File: config.mk
export PLATFORM = sky130hd
export DESIGN_NAME = pcm_conditioner
export DESIGN_NICKNAME = d
export VERILOG_FILES = /design/src/rtl/pcm_conditioner.sv
export SDC_FILE = /design/constraint.sdc
export NUM_CORES = 1
export LEC_CHECK = 0
export ABC_AREA = 1
export CELL_PAD_IN_SITES_DETAIL_PLACEMENT = 0
export CELL_PAD_IN_SITES_GLOBAL_PLACEMENT = 2
export CORE_MARGIN = 3
export CORE_UTILIZATION = 30
export DETAILED_ROUTE_END_ITERATION = 8
export GPL_ROUTABILITY_DRIVEN = 0
export PLACE_DENSITY_LB_ADDON = 0.08
export SLEW_MARGIN = 20
export SYNTH_ARGS = -nofsm -noshare
export SYNTH_HDL_FRONTEND = slang
export SYNTH_SLANG_ARGS = --single-unit
File: constraint.sdc
create_clock -name clk -period 10.04 [get_ports clk]
set_clock_uncertainty 0.1 [all_clocks]
set_input_delay 1.004 -clock clk [delete_from_list [all_inputs] [get_ports clk]]
set_output_delay 1.004 -clock clk [all_outputs]
set_load 0.02 [all_outputs]
File: src/rtl/pcm_conditioner.sv
// pcm_conditioner: decimates mapper PCM to a fixed sample rate, applies a
// one-pole low-pass, then a ramped volume/mute gain with saturation and a
// sticky clip flag. Output is a registered sample plus a one-cycle strobe.
//
// Build option: define PCM_CONDITIONER_DCBLOCK_EN to insert a DC-blocking
// stage (DCBLK) ahead of the low-pass. Latency then grows from 3 to 4 cycles.
//
// state  | meaning
// IDLE   | wait for the sample tick, capture pcm_in
// DCBLK  | DC tracker update and removal (optional build only)
// FILTER | low-pass update, gain ramp step
// SCALE  | apply gain, saturate, register output and strobe
// OUTPUT | strobe visible for this one cycle
module pcm_conditioner #(
    parameter int SAMPLE_DIV = 1000,
    parameter int SHIFT      = 4,
    parameter int RAMP_STEP  = 1
) (
    input  logic               clk,
    input  logic               async_nreset,
    input  logic signed [15:0] pcm_in,
    input  logic        [7:0]  volume,
    input  logic               mute,
    input  logic               clip_clear,
    output logic signed [15:0] pcm_out,
    output logic               out_valid,
    output logic               clip
);

    localparam int AW = 16 + SHIFT + 1;
    localparam int DW = (SAMPLE_DIV > 1) ? $clog2(SAMPLE_DIV) : 1;
    localparam logic [8:0] RSTEP = 9'(RAMP_STEP);
    localparam logic signed [24:0] S_MAX = 25'sd32767;
    localparam logic signed [24:0] S_MIN = -25'sd32768;

    typedef enum logic [2:0] {
        IDLE,
`ifdef PCM_CONDITIONER_DCBLOCK_EN
        DCBLK,
`endif
        FILTER,
        SCALE,
        OUTPUT
    } state_t;

    state_t state;

    logic [DW-1:0]        divider;
    logic                 tick;
    logic signed [15:0]   x;
    logic signed [15:0]   y;
    logic signed [AW-1:0] acc;
    logic signed [AW-1:0] acc_next;
    logic signed [AW-1:0] x_ext;
    logic [7:0]           vol_cur;
    logic [7:0]           vol_next;
    logic [7:0]           target;
    logic [7:0]           diff;
    logic [7:0]           step;
    logic signed [24:0]   y_ext;
    logic signed [24:0]   g_ext;
    logic signed [24:0]   s_full;
    logic signed [15:0]   sat_val;
    logic                 sat_hit;

    assign tick = (divider == DW'(SAMPLE_DIV - 1));

    // Free-running sample-rate divider; tick on its last count.
    always_ff @(posedge clk or negedge async_nreset) begin
        if (!async_nreset) begin
            divider <= '0;
        end else if (tick) begin
            divider <= '0;
        end else begin
            divider <= divider + DW'(1);
        end
    end

    // Low-pass update, gain ramp toward target without overshoot, and gain/saturation.
    always_comb begin
        x_ext    = {{(AW-16){x[15]}}, x};
        acc_next = acc + x_ext - (acc >>> SHIFT);

        target   = mute ? 8'd0 : volume;
        diff     = 8'd0;
        step     = 8'd0;
        vol_next = vol_cur;
        if (vol_cur < target) begin
            diff     = target - vol_cur;
            step     = ({1'b0, diff} > RSTEP) ? RSTEP[7:0] : diff;
            vol_next = vol_cur + step;
        end else if (vol_cur > target) begin
            diff     = vol_cur - target;
            step     = ({1'b0, diff} > RSTEP) ? RSTEP[7:0] : diff;
            vol_next = vol_cur - step;
        end

        y_ext  = {{9{y[15]}}, y};
        g_ext  = {17'd0, vol_cur};
        s_full = (y_ext * g_ext) >>> 7;
        if (s_full > S_MAX) begin
            sat_val = 16'sh7FFF;
            sat_hit = 1'b1;
        end else if (s_full < S_MIN) begin
            sat_val = 16'sh8000;
            sat_hit = 1'b1;
        end else begin
            sat_val = s_full[15:0];
            sat_hit = 1'b0;
        end
    end

`ifdef PCM_CONDITIONER_DCBLOCK_EN
    localparam logic signed [26:0] D_MAX = 27'sd32767;
    localparam logic signed [26:0] D_MIN = -27'sd32768;

    logic signed [26:0] dc_acc;
    logic signed [26:0] dc_next;
    logic signed [26:0] dc_diff;
    logic signed [26:0] x_ext27;
    logic signed [15:0] x_blk;

    // DC tracker with ~1024-sample time constant; its estimate is subtracted from x.
    always_comb begin
        x_ext27 = {{11{x[15]}}, x};
        dc_next = dc_acc + x_ext27 - (dc_acc >>> 10);
        dc_diff = x_ext27 - (dc_next >>> 10);
        if (dc_diff > D_MAX) begin
            x_blk = 16'sh7FFF;
        end else if (dc_diff < D_MIN) begin
            x_blk = 16'sh8000;
        end else begin
            x_blk = dc_diff[15:0];
        end
    end
`endif

    // Sample pipeline FSM with registered output, strobe and sticky clip.
    always_ff @(posedge clk or negedge async_nreset) begin
        if (!async_nreset) begin
            state     <= IDLE;
            x         <= '0;
            y         <= '0;
            acc       <= '0;
            vol_cur   <= '0;
            pcm_out   <= '0;
            out_valid <= 1'b0;
            clip      <= 1'b0;
`ifdef PCM_CONDITIONER_DCBLOCK_EN
            dc_acc    <= '0;
`endif
        end else begin
            out_valid <= 1'b0;
            // a saturating sample wins over a simultaneous clear
            if (state == SCALE && sat_hit) begin
                clip <= 1'b1;
            end else if (clip_clear) begin
                clip <= 1'b0;
            end
            case (state)
                IDLE: begin
                    if (tick) begin
                        x <= pcm_in;
`ifdef PCM_CONDITIONER_DCBLOCK_EN
                        state <= DCBLK;
`else
                        state <= FILTER;
`endif
                    end
                end
`ifdef PCM_CONDITIONER_DCBLOCK_EN
                DCBLK: begin
                    dc_acc <= dc_next;
                    x      <= x_blk;
                    state  <= FILTER;
                end
`endif
                FILTER: begin
                    acc     <= acc_next;
                    y       <= acc_next[SHIFT +: 16];
                    vol_cur <= vol_next;
                    state   <= SCALE;
                end
                SCALE: begin
                    pcm_out   <= sat_val;
                    out_valid <= 1'b1;
                    state     <= OUTPUT;
                end
                OUTPUT: begin
                    state <= IDLE;
                end
                default: begin
                    state <= IDLE;
                end
            endcase
        end
    end

endmodule
==> reports/results.txt <==
drt drc: 0
overall routing resource usage: 0.163
Antenna Violating Nets Remaining: 0
Die W: 198 um
Total Wirelength: 29800 um
maximum buffer depth of the clock tree: 2
complex-gate fraction of the synthesized area: 0.0867
CP endpoint kind: flip-flop
CP Launch Type: flip-flop
largest net degree at the start of global routing: 48
unrepaired setup endpoints after global routing: false
peak supply drop: 0.0763 mV
Hold Path Class: reg -> reg
Critical Path AT: 5.86 ns
pre-CTS setup slack: 4.36 ns
Required @ worst endpoint: 10.17 ns
dominant register cell in the synthesized netlist: dfrtp_1
CP top delay family: adder cells
syn_nets: 1789
Synth area leaders: fa_1 (22%), dfrtp_1 (17%), inv_1 (14%), nand2_1 (13%), ha_1 (11%)
Post-Syn Instances: 1542
Inserted Diodes: 0
Syn Area/Cell: 7.21 um2
setup TNS: 0 ns
number of synthesized flops with an enable pin: 0
critical path class: reg -> reg
Simple-Gate Fraction of Synth Area: 0.223
fin. max-slew vios: 0
Crit. Startpoint: vol_cur[2]
Num CTS Buffers: 9
final worst slack: 4.31 ns
CP max FO: 19
area grow syn2layout: 10.3%
1st-iter DRT viols: 306
Synth Area in XOR/XNOR: 0.0299
Fmax: 174 MHz
status: completed
total number of vias: 8935
H-tree levels: 3
worst r2r src: vol_cur[2]
Clock transition at path regs: 0.08 ns
Final min period: 5.73 ns
wire per inst: 14.7 um
global route total overflow: 0
critical path's slowest cell: dfrtp_1
Crit path top cell by count: inv_1
initial antenna violation count: 0
routed vias/inst: 4.42
die height: 198 um
Tcrit/Tclk final: 0.571
Yosys warnings: 0
input/output buffers: 45
maxcap violations: 0
top cell type's share of synthesized area: 0.223
Layout Utilization: 0.341
Root Driver: clkbuf_16
CTS tree: built
HP Start: acc[1]
PwrDens: 67.1 nW/um2
Inst Count DP: 2006
Max-slew headroom: 0.354
Synth Register Bits: 75
final hold viol count: 0
first drt pass iteration count: 4
WP buf/inv: 5
largest family of logic cells by synthesized area: adder cells
Setup Buffers After CTS: 0
FILL cells: 3942
worst-margin pin slew: 0.969 ns
FP Rows: 69
# clock sinks: 75
Die Area: 39400 um2
Worst-Skew Late Latency: 0.38 ns
Finished Layout Cells: 2022
post-CTS sizing: 0
hpwl dp: 24500 um
post-synthesis adder-cell area fraction: 0.330
sequential-to-total area share from yosys stat: 0.169
area leader, netlist: fa_1
hold_buf cts: 0
final setup fails: 0
I/O pins: 46
count of unique library cells instantiated by Yosys: 47
hold slack: 0.386 ns
vias in the first global route: 9701
nets: 1803
layout cells sized above 1: 0.0512
CP max stage delay: 0.68 ns
FFs w/ async S/R, synth: 1.00
first-pass GRT wire length: 50400 um
post-synthesis mux area share: 0.00101
static leakage: 7.10 nW
Synth Cell Area: 11100 um2
critical path, cell by cell: nand2_1 -> inv_1 -> fa_1 -> inv_1 -> fa_1 -> inv_1 -> fa_1 -> inv_1 -> fa_1 -> inv_1 -> ha_1 -> nand2_1 -> nor2_2 -> nand2_2 -> nor2_2 -> nand3_2 -> nand3_2 -> nand2_2 -> nand2_2 -> nand2_2 -> a21oi_4 -> a21oi_1
area of the core: 36000 um2
Initial Utilization: 0.309
## cell usage in the layout, fill, tap and decap left out, drive strengths merged, types with 6 or more instances in the layout
cell type	instances
buf	7
clkdlybuf4s50	44
or2	6
inv	416
nand4	17
o21bai	6
nand3	48
nand2	392
a21oi	95
nor2	93
ha	95
xnor2	13
dfrtp	75
nor3	8
clkbuf	9
fa	124
o21ai	58
xor2	25
## logic make-up (layout without fill, tap and decap cells)
logic type                 after synthesis  after routing
xor gates and xnor gates                38             38
AOI/OAI and AO/OA                      172            172
adders and majority gates              219            219
buffers and inverters                  459            478
muxes                                    1              1
DFF                                     75             75
other                                    1              1
and+or+nand+nor                        577            577
## routing by layer
| layer | share of wire | vias to the layer above | track usage |
|---|---|---|---|
| met4 | 0.018 | 0 | 0.0476 |
| met2 | 0.46 | 64 | 0.271 |
| met5 | 0 | - | 0 |
| li1 | - | 4600 | - |
| met1 | 0.51 | 4254 | 0.225 |
| met3 | 0.019 | 17 | 0.0163 |
## metrics by stage
| step | power [mW] | cell area, um2 |
|---|---|---|
| final | 0.822 | 12300 |
| after global routing | 0.869 | 12300 |
| after CTS | 0.839 | 12300 |
| after detailed placement | 0.465 | 11900 |
| after global placement | 0.466 | 11900 |
| after floorplan | 0.415 | 11100 |
## synthesized netlist by cell type, types with 2 or more instances
cell type,n
nand3_1,42
nand2_2,14
buf_4,5
o22ai_1,2
nor3b_1,3
a21oi_1,82
dfrtp_1,75
o31ai_1,2
nand3_2,6
nor2_4,4
xor2_1,25
clkbuf_1,36
nor3_1,7
inv_1,410
and2_1,3
ha_1,95
fa_1,124
buf_2,4
xnor2_1,13
nand2_1,374
nand3b_1,3
nand2_4,4
o21ai_0,56
a21oi_2,12
or2_2,6
nor2_1,86
nor2_2,3
a31oi_1,4
nand4_1,17
o21bai_1,6
nor4_1,3
## layout make-up
class | count | area (um2) | area share
clock buffer | 9 | 225 | 0.0184
inverter | 411 | 1540 | 0.126
multi-input combinational | 1008 | 7460 | 0.608
tap | 461 | 577 | 0.0471
sequential | 75 | 1880 | 0.153
timing repair buffer | 51 | 493 | 0.0402
clock inverter | 7 | 88.8 | 0.00725
## flip-flops by register name, indices dropped and copies added (netlist names)
register   flops
y             15
x             16
clip           1
pcm_out       16
divider       10
state          2
vol_cur        8
out_valid      1
acc            6
## where the power goes
| group | internal [mW] | switching, mW | total (mW) |
|---|---|---|---|
| registers | 0.306 | 0.00298 | 0.309 |
| clock network | 0.200 | 0.166 | 0.366 |
| logic | 0.0559 | 0.0919 | 0.148 |
| total | 0.561 | 0.261 | 0.822 |
## worst paths after layout
| check | to | slack [ns] | depth (start not counted) |
|---|---|---|---|
| max in group asynchronous | pcm_out[11] | 8.34 | 2 |
| min reg2reg | acc[1] | 0.39 | 2 |
| max reg2reg | pcm_out[0] | 4.31 | 22 |
| max | pcm_out[0] | 4.31 | 22 |
| min in group asynchronous | x[15] | 0.46 | 1 |
| min | acc[1] | 0.39 | 2 |
## tightest hold or removal path: stages (launching register included)
cell and delay [ns]:
dfrtp_1 0.35, nand2_1 0.05, o21ai_0 0.06
Power figures use the tool's default switching activity.
